File: src/rtl/pe_feeder_pkg.sv
// Shared types and constants for the PE array feeder.
// Optional stall counter is enabled with `FEEDER_STALL_CNT_EN.
package pe_feeder_pkg;

  typedef enum logic [1:0] {
    ST_IDLE   = 2'd0,
    ST_STREAM = 2'd1,
    ST_DONE   = 2'd2
  } feeder_state_e;

  localparam int DEFAULT_DW = 16;

  localparam logic SEL_A = 1'b0;
  localparam logic SEL_B = 1'b1;

  // Index width that stays legal when a dimension collapses to 1.
  function automatic int idx_w(input int n);
    return (n > 1) ? $clog2(n) : 1;
  endfunction

endpackage

File: src/rtl/pe_array_feeder_if.sv
// Host/array facing bus of the feeder: buffer write port, start, and skewed lane outputs.
// stall_cnt exists only with `FEEDER_STALL_CNT_EN.
interface pe_array_feeder_if #(
  parameter int N  = 4,
  parameter int K  = 8,
  parameter int DW = 16
);
  localparam int LW = pe_feeder_pkg::idx_w(N);
  localparam int KW = pe_feeder_pkg::idx_w(K);

  logic            wr_en;
  logic            wr_sel;
  logic [LW-1:0]   wr_lane;
  logic [KW-1:0]   wr_k;
  logic [DW-1:0]   wr_data;
  logic            start;
  logic            arr_rdy;
  logic [N*DW-1:0] a_out;
  logic [N-1:0]    a_val;
  logic [N*DW-1:0] b_out;
  logic [N-1:0]    b_val;
  logic            busy;
  logic            done;
`ifdef FEEDER_STALL_CNT_EN
  logic [31:0]     stall_cnt;

  modport slave (
    input  wr_en, wr_sel, wr_lane, wr_k, wr_data, start, arr_rdy,
    output a_out, a_val, b_out, b_val, busy, done, stall_cnt
  );
  modport master (
    output wr_en, wr_sel, wr_lane, wr_k, wr_data, start, arr_rdy,
    input  a_out, a_val, b_out, b_val, busy, done, stall_cnt
  );
`else
  modport slave (
    input  wr_en, wr_sel, wr_lane, wr_k, wr_data, start, arr_rdy,
    output a_out, a_val, b_out, b_val, busy, done
  );
  modport master (
    output wr_en, wr_sel, wr_lane, wr_k, wr_data, start, arr_rdy,
    input  a_out, a_val, b_out, b_val, busy, done
  );
`endif
endinterface

File: src/rtl/pe_feeder_buf.sv
// N x K operand tile store: one write port, N combinational skewed read ports.
// Lane gi reads element rd_t-gi; outside the tile window it returns 0 / valid 0.
module pe_feeder_buf
  import pe_feeder_pkg::*;
#(
  parameter int N  = 4,
  parameter int K  = 8,
  parameter int DW = DEFAULT_DW,
  parameter int LW = idx_w(N),
  parameter int KW = idx_w(K),
  parameter int TW = $clog2(K + N)
) (
  input  logic            clk,
  input  logic            wr_en,
  input  logic [LW-1:0]   wr_lane,
  input  logic [KW-1:0]   wr_k,
  input  logic [DW-1:0]   wr_data,
  input  logic [TW-1:0]   rd_t,
  output logic [N*DW-1:0] rd_data,
  output logic [N-1:0]    rd_val
);

  logic [DW-1:0] mem_q [N][K];

  always_ff @(posedge clk) begin
    if (wr_en) begin
      mem_q[wr_lane][wr_k] <= wr_data;
    end
  end

  genvar gi;
  generate
    for (gi = 0; gi < N; gi++) begin : g_lane
      localparam logic [TW-1:0] LANE = TW'(gi);
      logic [TW-1:0] rel;
      logic          in_win;

      assign rel    = rd_t - LANE;
      assign in_win = (rd_t >= LANE) && (rel < TW'(K));
      assign rd_val[gi]             = in_win;
      assign rd_data[gi*DW +: DW]   = in_win ? mem_q[gi][rel[KW-1:0]] : '0;
    end
  endgenerate

endmodule

File: src/rtl/pe_array_feeder.sv
// Streams buffered A/B tiles into an NxN systolic array with per-lane diagonal skew.
// `FEEDER_STALL_CNT_EN adds a saturating count of stalled stream cycles.
module pe_array_feeder
  import pe_feeder_pkg::*;
#(
  parameter int N  = 4,
  parameter int K  = 8,
  parameter int DW = DEFAULT_DW
) (
  input  logic clk,
  input  logic reset,
  pe_array_feeder_if.slave bus
);

  localparam int LW = idx_w(N);
  localparam int KW = idx_w(K);
  localparam int TW = $clog2(K + N);
  localparam logic [TW-1:0] LAST_BEAT = TW'(K + N - 2);

  feeder_state_e   state_q, state_d;
  logic [TW-1:0]   t_q, t_d;
  logic [N*DW-1:0] a_out_q, a_out_d, b_out_q, b_out_d;
  logic [N-1:0]    a_val_q, a_val_d, b_val_q, b_val_d;
  logic            busy_q, busy_d;
  logic            done_q, done_d;
  logic            load;

  logic [N*DW-1:0] a_rd_data, b_rd_data;
  logic [N-1:0]    a_rd_val, b_rd_val;

  logic start_acc;
  logic wr_ok;

  assign start_acc = (state_q == ST_IDLE) && bus.start;
  // The start cycle drops writes so the beat-0 read cannot race a buffer update.
  assign wr_ok = bus.wr_en && (state_q != ST_STREAM) && !start_acc
              && (32'(bus.wr_lane) < N) && (32'(bus.wr_k) < K);

  pe_feeder_buf #(.N(N), .K(K), .DW(DW), .LW(LW), .KW(KW), .TW(TW)) u_buf_a (
    .clk     (clk),
    .wr_en   (wr_ok && (bus.wr_sel == SEL_A)),
    .wr_lane (bus.wr_lane),
    .wr_k    (bus.wr_k),
    .wr_data (bus.wr_data),
    .rd_t    (t_d),
    .rd_data (a_rd_data),
    .rd_val  (a_rd_val)
  );

  pe_feeder_buf #(.N(N), .K(K), .DW(DW), .LW(LW), .KW(KW), .TW(TW)) u_buf_b (
    .clk     (clk),
    .wr_en   (wr_ok && (bus.wr_sel == SEL_B)),
    .wr_lane (bus.wr_lane),
    .wr_k    (bus.wr_k),
    .wr_data (bus.wr_data),
    .rd_t    (t_d),
    .rd_data (b_rd_data),
    .rd_val  (b_rd_val)
  );

  always_comb begin
    state_d = state_q;
    t_d     = t_q;
    a_out_d = a_out_q;
    b_out_d = b_out_q;
    a_val_d = a_val_q;
    b_val_d = b_val_q;
    busy_d  = busy_q;
    done_d  = 1'b0;
    load    = 1'b0;

    case (state_q)
      ST_IDLE: begin
        if (bus.start) begin
          state_d = ST_STREAM;
          t_d     = '0;
          busy_d  = 1'b1;
          load    = 1'b1;
        end
      end
      ST_STREAM: begin
        if (bus.arr_rdy) begin
          if (t_q == LAST_BEAT) begin
            state_d = ST_DONE;
            t_d     = '0;
            a_out_d = '0;
            b_out_d = '0;
            a_val_d = '0;
            b_val_d = '0;
            done_d  = 1'b1;
          end else begin
            t_d  = t_q + 1'b1;
            load = 1'b1;
          end
        end
      end
      ST_DONE: begin
        state_d = ST_IDLE;
        busy_d  = 1'b0;
      end
      default: begin
        state_d = ST_IDLE;
        busy_d  = 1'b0;
      end
    endcase

    // Buffers are addressed by t_d, so the beat being entered is what gets captured.
    if (load) begin
      a_out_d = a_rd_data;
      b_out_d = b_rd_data;
      a_val_d = a_rd_val;
      b_val_d = b_rd_val;
    end
  end

  always_ff @(posedge clk) begin
    if (reset) begin
      state_q <= ST_IDLE;
      t_q     <= '0;
      a_out_q <= '0;
      b_out_q <= '0;
      a_val_q <= '0;
      b_val_q <= '0;
      busy_q  <= 1'b0;
      done_q  <= 1'b0;
    end else begin
      state_q <= state_d;
      t_q     <= t_d;
      a_out_q <= a_out_d;
      b_out_q <= b_out_d;
      a_val_q <= a_val_d;
      b_val_q <= b_val_d;
      busy_q  <= busy_d;
      done_q  <= done_d;
    end
  end

  assign bus.a_out = a_out_q;
  assign bus.b_out = b_out_q;
  assign bus.a_val = a_val_q;
  assign bus.b_val = b_val_q;
  assign bus.busy  = busy_q;
  assign bus.done  = done_q;

`ifdef FEEDER_STALL_CNT_EN
  logic [31:0] stall_cnt_q, stall_cnt_d;

  always_comb begin
    stall_cnt_d = stall_cnt_q;
    if (start_acc) begin
      stall_cnt_d = '0;
    end else if ((state_q == ST_STREAM) && !bus.arr_rdy && (stall_cnt_q != 32'hFFFF_FFFF)) begin
      stall_cnt_d = stall_cnt_q + 32'd1;
    end
  end

  always_ff @(posedge clk) begin
    if (reset) begin
      stall_cnt_q <= '0;
    end else begin
      stall_cnt_q <= stall_cnt_d;
    end
  end

  assign bus.stall_cnt = stall_cnt_q;
`endif

endmodule

File: src/flat_wrapper.sv
// flat-port wrapper written by rule: the top's interface ports become plain ports
module pe_array_feeder_flat import pe_feeder_pkg::*;
#(
  parameter int N  = 4,
  parameter int K  = 8,
  parameter int DW = DEFAULT_DW
)
  (clk, reset, bus_wr_en, bus_wr_sel, bus_wr_lane, bus_wr_k, bus_wr_data, bus_start, bus_arr_rdy, bus_a_out, bus_a_val, bus_b_out, bus_b_val, bus_busy, bus_done);
  pe_array_feeder_if #(.N(N), .K(K), .DW(DW)) bus_i ();
  input  logic clk;
  input  logic reset;
  input wire logic [$bits(bus_i.wr_en)-1:0] bus_wr_en;
  input wire logic [$bits(bus_i.wr_sel)-1:0] bus_wr_sel;
  input wire logic [$bits(bus_i.wr_lane)-1:0] bus_wr_lane;
  input wire logic [$bits(bus_i.wr_k)-1:0] bus_wr_k;
  input wire logic [$bits(bus_i.wr_data)-1:0] bus_wr_data;
  input wire logic [$bits(bus_i.start)-1:0] bus_start;
  input wire logic [$bits(bus_i.arr_rdy)-1:0] bus_arr_rdy;
  output wire logic [$bits(bus_i.a_out)-1:0] bus_a_out;
  output wire logic [$bits(bus_i.a_val)-1:0] bus_a_val;
  output wire logic [$bits(bus_i.b_out)-1:0] bus_b_out;
  output wire logic [$bits(bus_i.b_val)-1:0] bus_b_val;
  output wire logic [$bits(bus_i.busy)-1:0] bus_busy;
  output wire logic [$bits(bus_i.done)-1:0] bus_done;
  assign bus_i.wr_en = bus_wr_en;
  assign bus_i.wr_sel = bus_wr_sel;
  assign bus_i.wr_lane = bus_wr_lane;
  assign bus_i.wr_k = bus_wr_k;
  assign bus_i.wr_data = bus_wr_data;
  assign bus_i.start = bus_start;
  assign bus_i.arr_rdy = bus_arr_rdy;
  assign bus_a_out = bus_i.a_out;
  assign bus_a_val = bus_i.a_val;
  assign bus_b_out = bus_i.b_out;
  assign bus_b_val = bus_i.b_val;
  assign bus_busy = bus_i.busy;
  assign bus_done = bus_i.done;
  pe_array_feeder #(.N(N), .K(K), .DW(DW)) u_core (.clk(clk), .reset(reset), .bus(bus_i));
endmodule
File: config.mk
export PLATFORM = sky130hd
export DESIGN_NAME = pe_array_feeder_flat
export DESIGN_NICKNAME = d
export VERILOG_FILES = /design/src/rtl/pe_feeder_pkg.sv /design/src/rtl/pe_array_feeder_if.sv /design/src/rtl/pe_feeder_buf.sv /design/src/rtl/pe_array_feeder.sv /design/src/flat_wrapper.sv
export SDC_FILE = /design/constraint.sdc
export NUM_CORES = 1
export LEC_CHECK = 0
export BUFFER_PORTS_ARGS = -buffer_cell sky130_fd_sc_hd__buf_2
export CORE_MARGIN = 4
export CORE_UTILIZATION = 60
export DETAILED_ROUTE_END_ITERATION = 7
export GPL_TIMING_DRIVEN = 0
export HOLD_SLACK_MARGIN = 0.1
export PLACE_DENSITY = 0.88
export SLEW_MARGIN = 20
export SYNTH_ARGS = -nofsm -noshare
export SYNTH_HDL_FRONTEND = slang
export SYNTH_SLANG_ARGS = --single-unit
File: constraint.sdc
create_clock -name clk -period 7.3 [get_ports clk]
set_input_delay 1.46 -clock clk [delete_from_list [all_inputs] [get_ports clk]]
set_output_delay 1.46 -clock clk [all_outputs]
set_load 0.02 [all_outputs]
==> summary.txt <==
Critical path
  – Cell count along the critical path: 12
  – Worst path cell trace: buf_2 -> mux2i_1 -> or2_1 -> clkbuf_1 -> o2bb2ai_1 -> clkbuf_1 -> ha_1 -> clkbuf_1 -> clkbuf_1 -> mux4_2 -> mux2_2 -> a22o_1
  – Largest fanout on the critical path: 11
  – Max incr delay on CP: 0.90 ns
  – Critical Path Most Common Cell: clkbuf_1
  – Worst endpoint required time: 7.85 ns
  – FF-to-FF path depth: 12
  – Slowest cell on crit path: clkbuf_1
  – Crit path DAT: 6.65 ns
  – Critical Path Sink Type: flip-flop
  – Setup crit start kind: input port
  – Buffer and inverter count on the worst path: 5
  – Crit Path Category: input port to flip-flop
  – Worst path top cell family by delay: buffers and inverters

Global routing
  – Total track usage: 0.302
  – Initial antenna violation count: 10
  – First-pass GRT wire length: 168,000 um
  – Largest net degree at the start of global routing: 65
  – Gr ovfl total: 0
  – Vias in the first global route: 23,759

Power
  – Sequential Power Share: 0.524
  – Switching share of power: 0.212
  – Pwr/cell area: 279 nW/um^2
  – P_sw: 2.95 mW
  – Combinational power share: 0.053
  – Clock Power Share: 0.423
  – Leak: 16.4 nW
  – Peak supply drop: 0.000211 V
  – Pint: 10.9 mW

Routing
  – Antenna-violating nets left: 0
  – Pre-antenna DRT Iters: 8
  – Drc violations: 1
  – Via count: 23,287
  – DRT Wirelength: 115,000 um
  – Vias/cell: 6.92
  – 1st-iter DRT viols: 3,827
  – Wire per inst: 34.3 um

Run status
  – Outcome: complete, but fails checks
  – Failing checks: design-rule violations

Timing
  – RSZ-0062 raised after global routing: no
  – Final Hold Viols: 0
  – Clock skew: 0.0373 ns
  – # setup viols final: 0
  – Crit share post-route: 0.837
  – Setup TNS Final: 0 ns
  – Max-Slew Margin vs Limit: 0.182
  – Tmin final: 6.11 ns
  – F_max: 164 MHz
  – Max-slew violations: 0
  – Slew @ Worst Pin: 1.23 ns

Clock tree
  – Cts bufs inserted: 105
  – Root Buffer: clkbuf_16
  – Postcts setup bufs: 0
  – Max Buffers Root-to-Sink: 3
  – Clock H-tree levels: 3
  – Clock-pin slew of the registers on the worst-case setup and hold paths: 0.06 ns
  – Clock sinks: 1,164
  – Clk_lat worst skew: 0.68 ns
  – CTS tree: done
  – Post-cts gate resize count: 0
  – Hold_buf cts: 0

Floorplan
  – Core area: 71,500 sq um
  – I/O pins: 165
  – Row cnt: 98
  – Initial Util: 0.605
  – DIE AREA: 76,400 sq um
  – Die Ht: 276 um
  – Die width: 276 um

Logic synthesis
  – Yosys warns: 0
  – EDFF count, synth: 1,024
  – Synth Cell Area: 43,200 sq um
  – Ys async rst share: 0
  – Mapped Nets: 2,033
  – Most instantiated cells after synthesis: edfxtp_1 (1,024), mux4_2 (256), dfxtp_1 (140)
  – Post-synth top area share: 0.711
  – Main area contributors after synthesis: edfxtp_1 (71%), mux4_2 (13%), dfxtp_1 (6.5%)
  – Ys flop type: edfxtp_1
  – Most frequent cell after synthesis: edfxtp_1
  – Post-synthesis cell type count: 51
  – Seq/Total Area, Yosys: 0.776
  – Area leader, netlist: edfxtp_1
  – Avg Cell Area, Syn: 21.6 sq um
  – Post-synthesis register bit count: 1,164
  – Post-Syn Instances: 1,998

Worst hold path
  – Hold path cells: 2
  – HP Class: flip-flop to flip-flop

Layout
  – Layout Cells excl Fill: 3,364
  – Syn-to-layout area delta: 15.2%
  – Layout cells sized above 1: 0.356
  – Final Util: 0.697
  – Final nets: 2,355

Placed design
  – IO Port Bufs: 163
  – Hpwl dp: 66,300 um
  – Placed insts: 3,162
  – Final GP Congestion: 0.877

Flow run
  – # Max-Cap Violations: 0
## power by group through the flow
stage	Combinational, mW	Sequential, mW	Clock, mW
after floorplan	0.398	7.43	0
after global placement	0.657	7.42	0
after detailed placement	0.705	7.42	0
after CTS	0.728	7.27	5.88
after global routing	0.766	7.27	6.19
final	0.736	7.27	5.87
## worst register-to-register path: cells and delay by family, from the launching register on
| family | cells | cell delay (ns) |
|---|---|---|
| multiplexers | 2 | 0.83 |
| buffers and inverters | 4 | 2.41 |
| AND/OR/NAND/NOR | 2 | 0.42 |
| adder cells (fa/ha/maj) | 2 | 0.49 |
| AO/OA/AOI/OAI | 2 | 1.20 |
| flip-flops | 1 | 0.39 |
## cells in the final DEF (no fill, tap or decap), drive strengths merged, types with 2 or more instances in the layout
master | netlist | final
nand2b | 4 | 4
nand4 | 6 | 6
nand2 | 88 | 88
or3b | 3 | 3
mux2 | 96 | 96
clkinv | 0 | 36
inv | 6 | 10
buf | 53 | 268
clkbuf | 58 | 193
a31oi | 3 | 3
ha | 8 | 8
o21ai | 3 | 3
o2bb2ai | 2 | 2
nand3 | 2 | 2
nor3b | 5 | 5
edfxtp | 1024 | 1024
mux4 | 256 | 256
nor2 | 76 | 76
o21a | 2 | 2
nor2b | 3 | 3
or2 | 3 | 3
a22oi | 33 | 33
clkinvlp | 0 | 7
diode | 0 | 5
bufinv | 0 | 14
a22o | 96 | 96
a21oi | 7 | 7
and3 | 3 | 3
dfxtp | 140 | 140
xnor2 | 3 | 3
## per-stage QoR
stage                     total power [mW]  worst slack, ns  hold WS (ns)  area, sq um
after floorplan                       7.83             2.83         0.507        43200
after CTS                             13.9             1.53         0.436        49700
after detailed placement              8.12             1.09         0.423        46100
after global placement                8.07             1.03         0.426        45200
after global routing                  14.2             1.21         0.457        49800
final                                 13.9             1.19         0.431        49800
## per-layer routing
metal,routed length [um],GRT usage,vias to the layer above,part of all wire
met4,6340,0.146,8,0.055
met5,50,0,-,0.00043
li1,-,-,8918,-
met2,57200,0.493,2091,0.50
met3,13700,0.0701,406,0.12
met1,38200,0.390,11864,0.33
## final cells by class
cell class                 count  area (sq um)
multi-input combinational    717          9290
clock buffer                 135          2990
antenna                        5          12.5
tap                          950          1190
fill                        3872         21700
inverter                       6          22.5
sequential                  1164         33600
clock inverter                61           684
buffer                       111           537
timing repair buffer         215          1520
## state kept, by name, indices dropped and copies added (netlist names)
register              count
u_core.bus.b_out         64
u_core.bus.busy           1
u_core.t_q                4
u_core.u_buf_b.mem_q    512
u_core.state_q            2
u_core.bus.a_out         64
u_core.bus.done           1
u_core.u_buf_a.mem_q    512
u_core.bus.b_val          4
## final timing paths
| check | from | end | slack (ns) |
|---|---|---|---|
| setup reg to reg | u_core.t_q[0] | u_core.bus.b_out[30] | 1.42 |
| hold / removal | u_core.bus.b_out[3] | u_core.bus.b_out[3] | 0.43 |
| hold reg to reg | u_core.bus.b_out[3] | u_core.bus.b_out[3] | 0.43 |
| setup / recovery | bus_arr_rdy | u_core.bus.b_out[30] | 1.19 |
## cells by family (layout without fill, tap and decap cells)
| group | after synthesis | in the layout | share of synthesized area |
|---|---|---|---|
| compound gates | 155 | 155 | 0.0295 |
| xor+xnor | 3 | 3 | 0.000782 |
| fa+ha+maj | 8 | 8 | 0.00232 |
| buf+inv | 117 | 528 | 0.0129 |
| flops | 1164 | 1164 | 0.776 |
| mux | 353 | 353 | 0.159 |
| other cells | 0 | 5 | 0 |
| simple gates | 198 | 198 | 0.0196 |
No activity file was read; power rests on OpenSTA's default activity.
